==> config.mk <==
export PLATFORM = sky130hd
export DESIGN_NAME = mips_stage_mem_access
export DESIGN_NICKNAME = d
export VERILOG_FILES = /design/src/rtl/mips_stage_mem_access.sv
export SDC_FILE = /design/constraint.sdc
export NUM_CORES = 1
export LEC_CHECK = 0
export ABC_CLOCK_PERIOD_IN_PS = 5400
export CAP_MARGIN = 20
export CORE_AREA = 4 4 160 162
export DETAILED_ROUTE_END_ITERATION = 8
export DIE_AREA = 0 0 164 166
export MAX_ROUTING_LAYER = met4
export PLACE_DENSITY_LB_ADDON = 0.15
export RECOVER_POWER = 50
export SKIP_CTS_REPAIR_TIMING = 1
export SLEW_MARGIN = 20
export SYNTH_ARGS = -nofsm -noshare
export SYNTH_HDL_FRONTEND = slang
export SYNTH_SLANG_ARGS = --single-unit
==> constraint.sdc <==
create_clock -name clock -period 5.4 [get_ports clock]
set_input_delay 0.54 -clock clock [delete_from_list [all_inputs] [get_ports clock]]
set_output_delay 0.54 -clock clock [all_outputs]
set_load 0.005 [all_outputs]
==> src/rtl/mips_stage_mem_access.sv <==
// MIPS memory stage: takes the EX->MEM register, runs byte/half/word accesses over a
// valid/ready data port and produces the MEM->WB register.
module mips_stage_mem_access #(
    parameter int ADDR_W   = 32,
    parameter int MAX_WAIT = 255
) (
    input  logic              clock,
    input  logic              reset,
    input  logic              exValid,
    output logic              exReady,
    input  logic [31:0]       exPcAddr,
    input  logic [31:0]       exAluResult,
    input  logic [31:0]       exRegPort2,
    input  logic              exMemRead,
    input  logic              exMemWrite,
    input  logic [1:0]        exMemSize,
    input  logic              exMemSigned,
    input  logic              exRegWrite,
    input  logic [4:0]        exDest,
    output logic              memReqValid,
    input  logic              memReqReady,
    output logic              memReqWrite,
    output logic [ADDR_W-1:0] memAddr,
    output logic [31:0]       memWriteData,
    output logic [3:0]        memByteEnable,
    input  logic              memRespValid,
    input  logic [31:0]       memRespData,
    output logic              wbValid,
    output logic [31:0]       wbPcAddr,
    output logic [31:0]       wbResult,
    output logic [4:0]        wbDest,
    output logic              wbRegWrite,
    output logic              wbException
);
    localparam logic [1:0] IDLE = 2'd0;
    localparam logic [1:0] REQ  = 2'd1;
    localparam logic [1:0] WAIT = 2'd2;
    localparam logic [7:0] LAST_CNT = 8'(MAX_WAIT - 1);

    logic [1:0]  state;
    logic [7:0]  wait_cnt;
    logic [31:0] pc_q;
    logic [31:0] addr_q;
    logic [1:0]  size_q;
    logic        signed_q;
    logic        regwrite_q;
    logic [4:0]  dest_q;
    logic        write_q;

    logic        is_mem;
    logic        misaligned;
    logic [3:0]  req_be;
    logic [31:0] req_wdata;
    logic [31:0] lane_word;
    logic [31:0] load_value;
    logic        timeout;

    assign exReady = (state == IDLE);
    assign is_mem  = exMemRead | exMemWrite;
    assign timeout = (wait_cnt == LAST_CNT);

    // Size 11 is handled as a word everywhere, including the alignment check.
    always_comb begin
        misaligned = 1'b0;
        req_be     = 4'b1111;
        req_wdata  = exRegPort2;
        case (exMemSize)
            2'b00: begin
                req_be    = 4'b0001 << exAluResult[1:0];
                req_wdata = {4{exRegPort2[7:0]}};
            end
            2'b01: begin
                misaligned = exAluResult[0];
                req_be     = exAluResult[1] ? 4'b1100 : 4'b0011;
                req_wdata  = {2{exRegPort2[15:0]}};
            end
            default: misaligned = |exAluResult[1:0];
        endcase
    end

    // Shift the addressed lane down to bit 0, then extend.
    always_comb begin
        lane_word = memRespData >> {addr_q[1:0], 3'b000};
        case (size_q)
            2'b00:   load_value = {{24{signed_q & lane_word[7]}}, lane_word[7:0]};
            2'b01:   load_value = {{16{signed_q & lane_word[15]}}, lane_word[15:0]};
            default: load_value = lane_word;
        endcase
    end

    always_ff @(posedge clock) begin
        if (!reset) begin
            state         <= IDLE;
            wait_cnt      <= 8'd0;
            pc_q          <= 32'd0;
            addr_q        <= 32'd0;
            size_q        <= 2'd0;
            signed_q      <= 1'b0;
            regwrite_q    <= 1'b0;
            dest_q        <= 5'd0;
            write_q       <= 1'b0;
            memReqValid   <= 1'b0;
            memReqWrite   <= 1'b0;
            memAddr       <= '0;
            memWriteData  <= 32'd0;
            memByteEnable <= 4'd0;
            wbValid       <= 1'b0;
            wbPcAddr      <= 32'd0;
            wbResult      <= 32'd0;
            wbDest        <= 5'd0;
            wbRegWrite    <= 1'b0;
            wbException   <= 1'b0;
        end else begin
            wbValid <= 1'b0;
            case (state)
                IDLE: begin
                    if (exValid) begin
                        if (!is_mem || misaligned) begin
                            wbValid     <= 1'b1;
                            wbPcAddr    <= exPcAddr;
                            wbDest      <= exDest;
                            wbResult    <= exAluResult;
                            wbRegWrite  <= exRegWrite & ~is_mem;
                            wbException <= is_mem;
                        end else begin
                            pc_q          <= exPcAddr;
                            addr_q        <= exAluResult;
                            size_q        <= exMemSize;
                            signed_q      <= exMemSigned;
                            regwrite_q    <= exRegWrite;
                            dest_q        <= exDest;
                            write_q       <= exMemWrite;
                            memReqValid   <= 1'b1;
                            memReqWrite   <= exMemWrite;
                            memAddr       <= {exAluResult[ADDR_W-1:2], 2'b00};
                            memWriteData  <= exMemWrite ? req_wdata : 32'd0;
                            memByteEnable <= req_be;
                            wait_cnt      <= 8'd0;
                            state         <= REQ;
                        end
                    end
                end
                REQ: begin
                    if (memReqReady) begin
                        memReqValid <= 1'b0;
                        wait_cnt    <= 8'd0;
                        if (write_q) begin
                            wbValid     <= 1'b1;
                            wbPcAddr    <= pc_q;
                            wbDest      <= dest_q;
                            wbResult    <= addr_q;
                            wbRegWrite  <= 1'b0;
                            wbException <= 1'b0;
                            state       <= IDLE;
                        end else begin
                            state <= WAIT;
                        end
                    end else if (timeout) begin
                        memReqValid <= 1'b0;
                        wbValid     <= 1'b1;
                        wbPcAddr    <= pc_q;
                        wbDest      <= dest_q;
                        wbResult    <= addr_q;
                        wbRegWrite  <= 1'b0;
                        wbException <= 1'b1;
                        state       <= IDLE;
                    end else begin
                        wait_cnt <= wait_cnt + 8'd1;
                    end
                end
                WAIT: begin
                    if (memRespValid) begin
                        wbValid     <= 1'b1;
                        wbPcAddr    <= pc_q;
                        wbDest      <= dest_q;
                        wbResult    <= load_value;
                        wbRegWrite  <= regwrite_q;
                        wbException <= 1'b0;
                        state       <= IDLE;
                    end else if (timeout) begin
                        wbValid     <= 1'b1;
                        wbPcAddr    <= pc_q;
                        wbDest      <= dest_q;
                        wbResult    <= addr_q;
                        wbRegWrite  <= 1'b0;
                        wbException <= 1'b1;
                        state       <= IDLE;
                    end else begin
                        wait_cnt <= wait_cnt + 8'd1;
                    end
                end
                default: state <= IDLE;
            endcase
        end
    end
endmodule

==> summary by stage <==
Outcome
The run finished, with violations left. The checks that failed: max-capacitance violations, max-slew violations.

CTS
The clock net sink count is 193. Clock latency on the worst-skew pair, taken at its later pin, is 0.44 ns. The clock tree from TritonCTS is done.

The TritonCTS buffer count is 17. The CTS H-tree depth is 4. The clock slew at the register clock pins of the worst setup and hold paths is 0.08 ns. The clock root buffer is sky130_fd_sc_hd__clkbuf_16.

The number of buffers between clock root and the deepest sink is 2.

STA
In the final timing run, aggregate negative setup slack is 0 ns. Once routing completed, OpenROAD measured the worst setup slack at 1.64 ns. Based on the critical path, the design can be clocked at up to 0.266 GHz.

Setup violations remaining at the end of the flow were counted as 0. The portion of the clock cycle consumed by the worst path in the final layout is 0.696. The worst relative slew slack is -0.123. Setup repair after global routing left no endpoint under its margin. The max-slew violation total from the final report was 34. The worst clock skew on the final layout is 0.0165 ns. For the pin with the worst max-slew slack, the measured transition is 1.68 ns. The final hold violation count is 0. Counting I/O delays and the setup requirement, the final critical path takes 3.76 ns.

Floorplan
In this run the core area contains 57 standard-cell rows. From left edge to right edge, the die measures 164 um. The die span in y is 166 um. The core area is 0.0241 mm2.

The area of the die is 0.0272 mm2. The number of I/O pins is 287. The initial standard-cell utilization of the core is 0.396.

Pwr
The total chip power is 3.65 mW. For this design the static power due to leakage is 4.88 nW. In this run the power density over the cells is 281 mW/mm2. Across the VDD grid, the largest voltage drop is 0.189 mV.

Worst setup path
Measured in cells, the most critical reg-to-reg path has a length of 8. The worst setup path is captured at a flop. The worst register-to-register path begins at state[1]$_SDFFE_PN0P_.

In this design, the largest share of critical-path delay is due to buffers and inverters. The critical path goes through dlygate4sd3_1, buf_4, a2bb2oi_1, nand3_1, nor2_4, clkbuf_1, nand2_1, a21oi_1. The kind of start point of the critical path is an input pin. The path type of the worst setup path is input pin to flop. The critical path data required time is 5.75 ns. The buffer and inverter count on the worst path is 3. The maximum single-stage delay on the critical path is 1.23 ns. The worst register-to-register path ends at wbResult[8]$_SDFFE_PN0P_. The cell with the biggest individual delay on the critical path is sky130_fd_sc_hd__clkbuf_1.

For the worst setup path, the data arrival time is 4.11 ns. The worst-path maximum fanout is 37. The setup check on the worst reg-to-reg path leaves a slack of 1.99 ns.

Detailed routing
The routed layout has 9567 vias. The post-route antenna net violation count is 0. Wires add up to 32.9 mm. The mean number of vias per cell is 5.52. The routed wirelength normalized by instance count is 19.0 um.

For this run, the detailed router's first-pass iteration total came to 5. The post-detailed-route DRC marker count is 0. The detailed router finished its first iteration with 656 violations.

Finish
The layout cell share with drive strength beyond 1 is 0.0575. For this run, the post-layout net count is 1546. The post-synthesis to final-layout area growth is 35.8%. The filler cell count in the final layout is 2393. Summing all flip-flop and latch instances after layout gives 0.00386 mm2. The multi-input combinational cells in the finished layout cover a total of 0.00496 mm2.

Placed design
The post-placement worst setup slack is 1.71 ns. The congestion estimate from routability-driven global placement came to 0.881. Detailed placement finished with a half-perimeter wire length of 22.4 mm. The number of buffer cells added on primary ports is 284.

Yosys
The gate count after technology mapping is 1202. The mapped cell area is 0.00955 mm2. By area the synthesized netlist is led by sky130_fd_sc_hd__dfxtp_1, sky130_fd_sc_hd__nand2_1, sky130_fd_sc_hd__a21oi_1, sky130_fd_sc_hd__mux2i_1, sky130_fd_sc_hd__o21ai_0. The post-synthesis area per instance is 7.94 um2. The library cell with the largest summed area after synthesis is sky130_fd_sc_hd__dfxtp_1. The sequential cell area fraction in the yosys report is 0.405. Of the post-synthesis cell area, the dominant cell type holds 0.405. The number of distinct standard cells referenced by the synthesized netlist is 62. The number of synthesized register bits is 193. The Yosys step of the flow raised 0 warnings.

The number of synthesized flops with an enable pin is 0. For this run, the leading register cell type out of synthesis is sky130_fd_sc_hd__dfxtp_1. The leading cell type by number of instances after synthesis is sky130_fd_sc_hd__nand2_1. Sorting the synthesized cells by how often they occur yields sky130_fd_sc_hd__nand2_1, sky130_fd_sc_hd__dfxtp_1, sky130_fd_sc_hd__a21oi_1, sky130_fd_sc_hd__o21ai_0, sky130_fd_sc_hd__mux2i_1. Of all flip-flops after synthesis, the portion carrying an async set or reset was 0.

Worst hold path
Along the worst hold path, the cell count comes to 2. The worst hold path belongs to the class flop to flop. The worst hold path startpoint is memWriteData[5]$_SDFFE_PN0P_.

For hold timing, the worst endpoint is memWriteData[5]$_SDFFE_PN0P_.

GRT
Entering global routing, the biggest net connects 80 pins. The first global-routing pass estimated 51.1 mm of wire. The remaining global-route overflow is 0. The initial antenna violation count is 1. In the global route stage, overall resource usage came out at 0.241.

The via count of the first global-routing pass is 9164.

Job
The reported max-cap violation count is 1.
flip-flops by register name, indices dropped and copies added (netlist names):
register and cells:
wait_cnt 8, size_q 2, pc_q 32, memReqValid 1, wbResult 32, wbRegWrite 1
wbValid 1, memByteEnable 4, wbDest 5, memWriteData 32, state 2, wbException 1
signed_q 1, write_q 1, wbPcAddr 32, addr_q 32, regwrite_q 1, dest_q 5
tightest hold or removal path, cell delays in order (launching register included):
cell and delay (ns):
sky130_fd_sc_hd__dfxtp_1 0.31, sky130_fd_sc_hd__nand2_1 0.05, sky130_fd_sc_hd__a21oi_1 0.05
where the power goes:
group | internal (mW) | leakage [nW] | switching, mW | total (mW)
registers | 1.51 | 1.57 | 0.0594 | 1.57
logic | 0.336 | 3.00 | 0.361 | 0.697
clock network | 0.690 | 0.312 | 0.688 | 1.38
per-layer routing:
layer  routed length (um)  GRT usage  vias up  share of wire
li1                     -          -     4616              -
met5                    0          -        -              0
met4                  694     0.0682        0          0.021
met2                15100      0.366      399           0.46
met3                 2690     0.0616       42          0.082
met1                14400      0.317     4510           0.44
cells by family (layout without fill, tap and decap cells):
group / count (synthesis) / after routing / share of synthesized area
and+or+nand+nor: 399 / 399 / 0.176
other: 1 / 3 / 0.000393
AOI/OAI and AO/OA: 361 / 361 / 0.237
DFF: 193 / 193 / 0.405
buffers and inverters: 155 / 361 / 0.0794
adders and majority gates: 6 / 6 / 0.00786
muxes: 87 / 87 / 0.0941
metrics by stage:
| step | cell area, um2 | utilization | std cells | hold WS [ns] |
|---|---|---|---|---|
| 2_1_floorplan | 9550 | - | 1203 | 0.432 |
| 3_3_place_gp | 12300 | 0.511 | 1700 | 0.434 |
| 3_5_place_dp | 12300 | 0.511 | 1700 | 0.442 |
| 4_1_cts | 13000 | 0.538 | 1732 | 0.454 |
| 5_1_grt | 13000 | 0.538 | 1734 | 0.470 |
| 6_report | 13000 | 0.538 | 1734 | 0.449 |
cell type report:
type / instances / share of cell area
Sequential cell: 193 / 0.298
Multi-Input combinational cell: 855 / 0.382
Inverter: 28 / 0.00830
Clock inverter: 15 / 0.0170
Tap cell: 324 / 0.0313
Timing Repair Buffer: 301 / 0.230
Clock buffer: 17 / 0.0328
Antenna cell: 1 / 0.000193
placed cells by master (no fill, tap or decap), types with 3 or more instances in the layout:
master                            instances
sky130_fd_sc_hd__nand3_1                 48
sky130_fd_sc_hd__inv_12                   3
sky130_fd_sc_hd__nor3_1                  10
sky130_fd_sc_hd__o211ai_1                10
sky130_fd_sc_hd__a221oi_1                19
sky130_fd_sc_hd__inv_1                   27
sky130_fd_sc_hd__nand2_1                258
sky130_fd_sc_hd__clkbuf_16               17
sky130_fd_sc_hd__ha_1                     5
sky130_fd_sc_hd__o221a_2                  3
sky130_fd_sc_hd__nor2_1                  44
sky130_fd_sc_hd__a32o_1                   5
sky130_fd_sc_hd__and3_1                   5
sky130_fd_sc_hd__a22o_1                   8
sky130_fd_sc_hd__dfxtp_1                193
sky130_fd_sc_hd__o2bb2ai_1               15
sky130_fd_sc_hd__dlygate4sd3_1          142
sky130_fd_sc_hd__nor2_2                   3
sky130_fd_sc_hd__buf_4                   14
sky130_fd_sc_hd__clkinv_8                 5
sky130_fd_sc_hd__clkdlybuf4s50_1        142
sky130_fd_sc_hd__o221ai_1                12
sky130_fd_sc_hd__mux2i_1                 68
sky130_fd_sc_hd__or3_1                    7
sky130_fd_sc_hd__o21ai_0                 93
sky130_fd_sc_hd__mux2_2                  18
sky130_fd_sc_hd__inv_6                    3
sky130_fd_sc_hd__and2_1                   3
sky130_fd_sc_hd__a41oi_1                  3
sky130_fd_sc_hd__a21oi_1                139
sky130_fd_sc_hd__o32ai_1                  8
sky130_fd_sc_hd__nor2b_1                  4
sky130_fd_sc_hd__inv_8                    3
sky130_fd_sc_hd__a31oi_1                 15
sky130_fd_sc_hd__o211a_1                  9
sky130_fd_sc_hd__nand2b_1                 3
sky130_fd_sc_hd__a211oi_1                 4
worst max-delay path by stage:
stage | from | endpoint | cells after the start
2_1_floorplan | state[0]$_SDFFE_PN0P_ | wbResult[17]$_SDFFE_PN0P_ | 8
3_3_place_gp | exMemWrite | memWriteData[18]$_SDFFE_PN0P_ | 8
4_1_cts | state[1]$_SDFFE_PN0P_ | wbPcAddr[27]$_SDFFE_PN0P_ | 8
3_5_place_dp | exMemWrite | memWriteData[20]$_SDFFE_PN0P_ | 8
6_report | exMemWrite | addr_q[23]$_SDFFE_PN0P_ | 8
5_1_grt | exMemWrite | pc_q[6]$_SDFFE_PN0P_ | 8
(Power assumes the default switching activity.)
